File: src/rtl/csa_sub_pkg.sv
// Shared types and constants for the pipelined carry-select subtractor.
package csa_sub_pkg;

    localparam int DATA_W   = 16;
    localparam int SLICE_W  = 4;
    localparam int N_SLICES = DATA_W / SLICE_W;
    localparam int HALF_W   = DATA_W / 2;

    localparam logic [DATA_W-1:0] SAT_POS = 16'h7FFF;
    localparam logic [DATA_W-1:0] SAT_NEG = 16'h8000;

    // Everything the high half needs to finish the subtraction one cycle later
    typedef struct packed {
        logic [HALF_W-1:0] diff_lo;
        logic              carry;
        logic [HALF_W-1:0] a_hi;
        logic [HALF_W-1:0] b_hi;
        logic              a_msb;
        logic              b_msb;
    } s1_reg_t;

endpackage

File: src/rtl/csel_sub_slice.sv
// One carry-select slice: adds a + b_n under both carry-in hypotheses and
// lets the incoming carry pick the result. b_n is the already inverted
// subtrahend, so a chain of these slices computes a + ~b + cin.
module csel_sub_slice #(
    parameter int SLICE_W = 4
) (
    input  logic [SLICE_W-1:0] a,
    input  logic [SLICE_W-1:0] b_n,
    input  logic               cin,
    output logic [SLICE_W-1:0] sum,
    output logic               cout
);

    logic [SLICE_W:0] sum0;
    logic [SLICE_W:0] sum1;

    // Both hypotheses in parallel, then the late-arriving carry selects
    always_comb begin
        sum0 = {1'b0, a} + {1'b0, b_n};
        sum1 = {1'b0, a} + {1'b0, b_n} + {{SLICE_W{1'b0}}, 1'b1};
        if (cin) begin
            sum  = sum1[SLICE_W-1:0];
            cout = sum1[SLICE_W];
        end else begin
            sum  = sum0[SLICE_W-1:0];
            cout = sum0[SLICE_W];
        end
    end

endmodule

File: src/rtl/csa_subtractor_16bit_pipe.sv
// Two-stage pipelined carry-select subtractor: diff = a - b - bin.
// Stage 1 resolves the low half and the carry into the high half; stage 2
// finishes the high half, borrow-out and signed overflow.
// Optional macro SUB_SAT_EN: saturate diff on signed overflow.
// WIDTH must match the package DATA_W (the stage-1 register is a fixed struct).
module csa_subtractor_16bit_pipe
    import csa_sub_pkg::*;
#(
    parameter int WIDTH   = DATA_W,
    parameter int SLICE_W = 4
) (
    input  logic             clk,
    input  logic             rst_n,
    input  logic             in_valid,
    output logic             in_ready,
    input  logic [WIDTH-1:0] a,
    input  logic [WIDTH-1:0] b,
    input  logic             bin,
    output logic             out_valid,
    input  logic             out_ready,
    output logic [WIDTH-1:0] diff,
    output logic             bout,
    output logic             ovf
);

    localparam int HALF    = WIDTH / 2;
    localparam int SL_HALF = (WIDTH / SLICE_W) / 2;

`ifdef SUB_SAT_EN
    // Clamp to the representable signed extreme in the direction of a
    function automatic logic [WIDTH-1:0] saturate(input logic [WIDTH-1:0] x,
                                                  input logic             ov,
                                                  input logic             neg);
        if (!ov)
            return x;
        return neg ? SAT_NEG : SAT_POS;
    endfunction
`endif

    logic    s1_valid;
    logic    s1_load;
    logic    s2_load;
    s1_reg_t s1_d;
    s1_reg_t s1_q;

    // A stage may load when it is empty or its contents move on this cycle
    assign s2_load  = !out_valid || out_ready;
    assign s1_load  = !s1_valid || s2_load;
    assign in_ready = s1_load;

    // ---- stage 1: low half ----
    logic [WIDTH-1:0]   b_n;
    logic [SL_HALF:0]   c_lo;
    logic [HALF-1:0]    sum_lo;

    assign b_n     = ~b;
    assign c_lo[0] = ~bin;

    for (genvar i = 0; i < SL_HALF; i++) begin : g_lo
        csel_sub_slice #(.SLICE_W(SLICE_W)) u_slice (
            .a    (a[i*SLICE_W +: SLICE_W]),
            .b_n  (b_n[i*SLICE_W +: SLICE_W]),
            .cin  (c_lo[i]),
            .sum  (sum_lo[i*SLICE_W +: SLICE_W]),
            .cout (c_lo[i+1])
        );
    end

    // Pack the stage-1 results and the untouched high operands
    always_comb begin
        s1_d         = '0;
        s1_d.diff_lo = sum_lo;
        s1_d.carry   = c_lo[SL_HALF];
        s1_d.a_hi    = a[WIDTH-1:HALF];
        s1_d.b_hi    = b[WIDTH-1:HALF];
        s1_d.a_msb   = a[WIDTH-1];
        s1_d.b_msb   = b[WIDTH-1];
    end

    // Stage-1 occupancy; cleared by reset so in-flight beats are dropped
    always_ff @(posedge clk) begin
        if (!rst_n)
            s1_valid <= 1'b0;
        else if (s1_load)
            s1_valid <= in_valid;
    end

    // Stage-1 data register, captured only on an accepted beat
    always_ff @(posedge clk) begin
        if (s1_load && in_valid)
            s1_q <= s1_d;
    end

    // ---- stage 2: high half ----
    logic [HALF-1:0]  b_hi_n;
    logic [SL_HALF:0] c_hi;
    logic [HALF-1:0]  sum_hi;
    logic [WIDTH-1:0] diff_mod;
    logic [WIDTH-1:0] diff_res;
    logic             bout_c;
    logic             ovf_c;

    assign b_hi_n  = ~s1_q.b_hi;
    assign c_hi[0] = s1_q.carry;

    for (genvar i = 0; i < SL_HALF; i++) begin : g_hi
        csel_sub_slice #(.SLICE_W(SLICE_W)) u_slice (
            .a    (s1_q.a_hi[i*SLICE_W +: SLICE_W]),
            .b_n  (b_hi_n[i*SLICE_W +: SLICE_W]),
            .cin  (c_hi[i]),
            .sum  (sum_hi[i*SLICE_W +: SLICE_W]),
            .cout (c_hi[i+1])
        );
    end

    // Final result, borrow (inverted carry) and signed overflow
    always_comb begin
        diff_mod = {sum_hi, s1_q.diff_lo};
        bout_c   = ~c_hi[SL_HALF];
        ovf_c    = (s1_q.a_msb != s1_q.b_msb) && (sum_hi[HALF-1] != s1_q.a_msb);
`ifdef SUB_SAT_EN
        diff_res = saturate(diff_mod, ovf_c, s1_q.a_msb);
`else
        diff_res = diff_mod;
`endif
    end

    // Output register; holds while downstream stalls
    always_ff @(posedge clk) begin
        if (!rst_n) begin
            out_valid <= 1'b0;
            diff      <= '0;
            bout      <= 1'b0;
            ovf       <= 1'b0;
        end else if (s2_load) begin
            out_valid <= s1_valid;
            if (s1_valid) begin
                diff <= diff_res;
                bout <= bout_c;
                ovf  <= ovf_c;
            end
        end
    end

endmodule
File: config.mk
export PLATFORM = sky130hd
export DESIGN_NAME = csa_subtractor_16bit_pipe
export DESIGN_NICKNAME = d
export VERILOG_FILES = /design/src/rtl/csa_sub_pkg.sv /design/src/rtl/csel_sub_slice.sv /design/src/rtl/csa_subtractor_16bit_pipe.sv
export SDC_FILE = /design/constraint.sdc
export NUM_CORES = 1
export LEC_CHECK = 0
export BUFFER_PORTS_ARGS = -buffer_cell sky130_fd_sc_hd__buf_2
export CAP_MARGIN = 40
export CORE_MARGIN = 1
export CORE_UTILIZATION = 33
export CTS_CLUSTER_SIZE = 40
export DETAILED_ROUTE_END_ITERATION = 16
export PLACE_DENSITY = 0.53
export SYNTH_ARGS = -nofsm -noshare
export SYNTH_HDL_FRONTEND = slang
export SYNTH_SLANG_ARGS = --single-unit
File: constraint.sdc
create_clock -name clk -period 4.76 [get_ports clk]
set_input_delay 0.238 -clock clk [delete_from_list [all_inputs] [get_ports clk]]
set_output_delay 0.238 -clock clk [all_outputs]
set_load 0.02 [all_outputs]
-- Yosys cells after proc, flatten, opt, wreduce, memory -nomap -nowiden
Index checks and enable logic that the tools add are counted.
- register bits after elaboration: 47
- output and inout bits: 20
- word-level logic and storage cells: 39
- equal/unequal tests: 2
- add/sub/neg operators: 8
- muxes and demuxes: 8
- bitwise gates (word level): 3
- reductions and logical operators: 7
- operators with widths (cell ; number):
    adder 4 x 4 -> 5 bit ; 4
    adder 5 x 1 -> 5 bit, second input constant ; 4
    two-way mux 4 bit ; 4
    NOT 8 bit ; 2
    two-way mux 1 bit ; 4
    logical AND 1 bit ; 2
    zero test 1 bit ; 2
    logical OR 1 bit ; 2
    != test 1 bit ; 2
    AND reduction 2 bit ; 1
    NOT 1 bit ; 1

-- Depth between registers and ports, before layout
- depth after elaboration: 7
- depth in mapped cells: 12
- depth with buffers taken out: 12

-- Cells and area by module
A second synthesis with hierarchy kept.
- cell total of the unflattened synthesis: 249
- area, all modules: 2587.5 µm²
- modules (own cells, without submodules) (module ; times used ; cells an instance ; sequential area each (µm²) ; area each (µm²)):
    csa_subtractor_16bit_pipe ; 1 ; 135 ; 1151.1 ; 1621.6
    csel_sub_slice at g_hi[0].u_slice ... ; 2 ; 31 ; 0.0 ; 245.2
    csel_sub_slice at g_hi[1].u_slice ... ; 2 ; 26 ; 0.0 ; 237.7

-- Least setup slack after synthesis
No wires, ideal clock.
- path kind: register to register
- start point: reg s1_q[6] (netlist name)
- end point: reg diff[15]
- stages on the path, launching flop included: 12
- library setup time: 0.116 ns
- clock period less this slack: 2.361 ns
- slack: 2.399 ns
- arrival: 2.244 ns
- cells stage by stage: edfxtp_1 -> inv_1 -> ha_1 -> inv_1 -> fa_1 -> xor2_1 -> nor3b_1 -> or3b_1 -> mux2i_1 -> xnor2_1 -> nand2_1 -> o211a_1
- cells in the longest elaborated chain, start to end: 4
- ends and longest elaborated chain (what ; RTL line ; source):
    start, declared ; csa_subtractor_16bit_pipe.sv:44 ; s1_reg_t s1_q;
    start signal, assigned ; csa_subtractor_16bit_pipe.sv:91 ; s1_q <= s1_d;
    NOT 8 bit * ; csa_subtractor_16bit_pipe.sv:103 ; assign b_hi_n = ~s1_q.b_hi;
    adder 4 x 4 -> 5 bit * ; csel_sub_slice.sv:19, csel_sub_slice.sv:20 ;
    adder 5 x 1 -> 5 bit ; csel_sub_slice.sv:20 ; sum1 = {1'b0, a} + {1'b0, b_n} + {{SLICE_W{1'b0}}, 1'b1};
    two-way mux 4 bit * ; csel_sub_slice.sv:21 ; if (cin) begin
    end signal, assigned ; csa_subtractor_16bit_pipe.sv:138 ; diff <= diff_res;
    end, declared ; csa_subtractor_16bit_pipe.sv:21 ; output logic [WIDTH-1:0] diff,
Mark *: on every way between the ends. The rest lies on a longest branch, timed or not.
A chain may end at the register's enable or synchronous reset.

-- Worst setup path in the final report
Ends and elaborated chain as after synthesis.

==> results.json <==
{
  "cts_buffer_depth": 2,
  "initialDrtViolationCount": 23,
  "critPathArrivalTime_ns": 2.68,
  "cts-buffers-inserted": 5,
  "required_ns": 4.95,
  "grt_use_met1_pct": 14.8,
  "cts_setup_buffers": 0,
  "syn_inst": 231,
  "die_area_sq_um": 7840,
  "setup_violations": 0,
  "cts.sinks": 45,
  "synth_seq_cells": 45,
  "syn_nets": 292,
  "critPathKind": "reg2reg",
  "crit_family": "simple AND/OR/NAND/NOR gates",
  "avgRoutedWirePerCell_microns": 10.8,
  "clock_skew_ns": 0.00700,
  "cp-end-kind": "register",
  "clock_latency_ns": 0.29,
  "antenna_found_initial": 0,
  "remaining_drc_errors": 0,
  "crit_path_max_fanout": 3,
  "vias_per_cell": 4.39,
  "final_common_cell": "buf_2",
  "totalWireLength_microns": 4220,
  "cts_root_buffer": "clkbuf_8",
  "outcome": "finished clean",
  "peakVddDrop_v": 0.000119,
  "firstDrtPassIters": 4,
  "grt_util_met3_pct": 3.54,
  "tritoncts": "built",
  "max_clock_freq_ghz": 0.401,
  "n_antenna_cell": 0,
  "total_power_uw": 959,
  "start_kind": "register",
  "vias": 1713,
  "maxCapViolations": 0,
  "gp_congestion": 0.687,
  "track_usage_pct": 12.0,
  "hp-start": "a[14]",
  "finalCriticalPeriod_ns": 2.49,
  "die-width_microns": 88.5,
  "cpPeakStageDelay_ns": 0.39,
  "multi_input_area_sq_um": 1140,
  "num_rows": 31,
  "path_cells": "inv_1 > ha_1 > inv_1 > fa_1 > xor2_1 > nor3b_1 > or3b_1 > mux2i_1 > xnor2_1 > nand2_1 > o211a_1",
  "hold_viol": 0,
  "core_sq_um": 7250,
  "avgSynthCellArea_sq_um": 10.7,
  "holdBufCountCts": 0,
  "grt_pass1_wl_microns": 7130,
  "cp_common_cell": "inv_1",
  "slowest_stage": "fa_1",
  "hold_path.class": "in2reg",
  "reg2reg_slack_ns": 2.27,
  "leakage_nw": 1.39,
  "r2r_cells": 11,
  "grt_pass1_vias": 1604,
  "power_density_nw_per_um2": 325,
  "nets": 351,
  "area_growth_pct": 19.3,
  "grt_max_degree": 26,
  "post-route-period-util_pct": 52.4,
  "fillers": 750,
  "r2r-start": "s1_q[6]",
  "synth_seq_area_share_pct": 46.6,
  "rsz0062_at_grt": "no",
  "seq_area_sq_um": 1150,
  "slew-limit-headroom_pct": 66.9,
  "rr_endpoint": "diff[15]",
  "cts.reportedPaths.clkPinSlew_ns": 0.08,
  "start_util_pct": 34.1,
  "synth_area_sq_um": 2470,
  "dp_hpwl_microns": 3300,
  "path_buf_inv": 2,
  "final-max-slew-violation-count": 0,
  "overflow": 0,
  "numPortBuffers": 56,
  "fp.dieH_microns": 88.5,
  "antenna_left": 0,
  "holdPathStages": 1,
  "busiest_layer": "met2",
  "layout-drive-gt1-share_pct": 24.4,
  "ios": 57,
  "ys_warn_count": 0,
  "htree_levels": 2,
  "use_met2_pct": 19.7,
  "final_cell_mix": "buf_2 (56), inv_1 (32), nand2_1 (30), edfxtp_1 (25)",
  "hold_path_end": "s1_q[16]",
  "tightest_slew_ns": 0.497,
  "tns_ns": 0,
  "synth_cell_types": 36,
  "ctsResizeCount": 0
}
## state kept, by name (all words and copies together) (netlist names)
name       flops
diff_mod       8
s1_q          16
out_valid      1
ovf            1
s1_valid       1
c_hi           1
bout           1
diff          16
## how the worst max path moves through the flow
stage          cells past startpoint  endpoint     from
3_3_place_gp                      12   c_hi[0]     b[0]
6_report                          11  diff[15]  s1_q[6]
3_5_place_dp                      12   c_hi[0]     b[0]
4_1_cts                           11       ovf  s1_q[6]
2_1_floorplan                     11  diff[15]  s1_q[6]
5_1_grt                           11       ovf  s1_q[6]
## through the flow
stage	utilization (%)	worst slack, ns	std cells	hold WS (ns)	area [sq um]
3_3_place_gp	39.1	2.23	382	0.416	2830
3_5_place_dp	39.1	2.19	382	0.416	2830
2_1_floorplan	-	2.40	231	0.337	2470
5_1_grt	40.7	2.06	390	0.0965	2950
6_report	40.7	2.27	390	0.114	2950
4_1_cts	40.7	2.25	390	0.101	2950
## Yosys cell counts (all sizes together)
library cell | n | share of area (%)
nor3b | 1 | 0.30
mux2 | 1 | 0.46
fa | 4 | 3.2
mux2i | 2 | 0.81
nand4 | 4 | 1.0
nor4 | 1 | 0.86
clkbuf | 4 | 1.4
a21boi | 10 | 3.0
o21a | 2 | 0.61
o211a | 5 | 2.0
o211ai | 1 | 0.30
and3b | 1 | 0.51
nor3 | 2 | 0.41
or3b | 1 | 0.35
o21ai | 7 | 1.4
nand2b | 1 | 0.25
nand3 | 5 | 1.0
nand3b | 1 | 0.30
ha | 20 | 10
xnor2 | 15 | 5.6
xor2 | 7 | 2.5
and2 | 2 | 0.51
and2b | 1 | 0.35
a21o | 6 | 1.8
buf | 2 | 0.91
nand2 | 30 | 4.6
nor2 | 3 | 0.46
dfxtp | 20 | 16
a21oi | 10 | 2.0
inv | 32 | 4.9
edfxtp | 25 | 30
nor2b | 5 | 1.4
## worst register-to-register path, delay by kind of cell, from the launching register on
family / cells / cell delay [ns]
buffers and inverters: 2 / 0.11
AO/OA/AOI/OAI: 1 / 0.12
XOR/XNOR: 2 / 0.39
adder cells (fa/ha/maj): 2 / 0.55
AND/OR/NAND/NOR: 3 / 0.68
multiplexers: 1 / 0.17
flip-flops: 1 / 0.37
## layer usage
metal,share of wire [%],vias up
met2,45,43
met3,4.7,5
met4,1.4,0
li1,-,895
met5,0,-
met1,49,770
## cells by family after synthesis
family	synth area share [%]
muxes	1.27
DFF	46.6
adders and majority gates	13.4
xor gates and xnor gates	8.10
buffers and inverters	7.19
AOI/OAI and AO/OA	11.2
and+or+nand+nor	12.3
## report_power, final
group	switching (mW)	leakage [nW]	internal, mW
registers	0.0129	0.409	0.448
clock network	0.124	0.0585	0.171
logic	0.112	0.923	0.0917
## final cells by class
| cell class | count | area share (%) |
|---|---|---|
| sequential | 45 | 39.0 |
| tap | 99 | 4.20 |
| clock buffer | 7 | 2.93 |
| timing repair buffer | 58 | 10.0 |
| multi-input combinational | 148 | 38.7 |
| clock inverter | 1 | 1.02 |
| inverter | 32 | 4.07 |
Power figures use the tool's default switching activity.
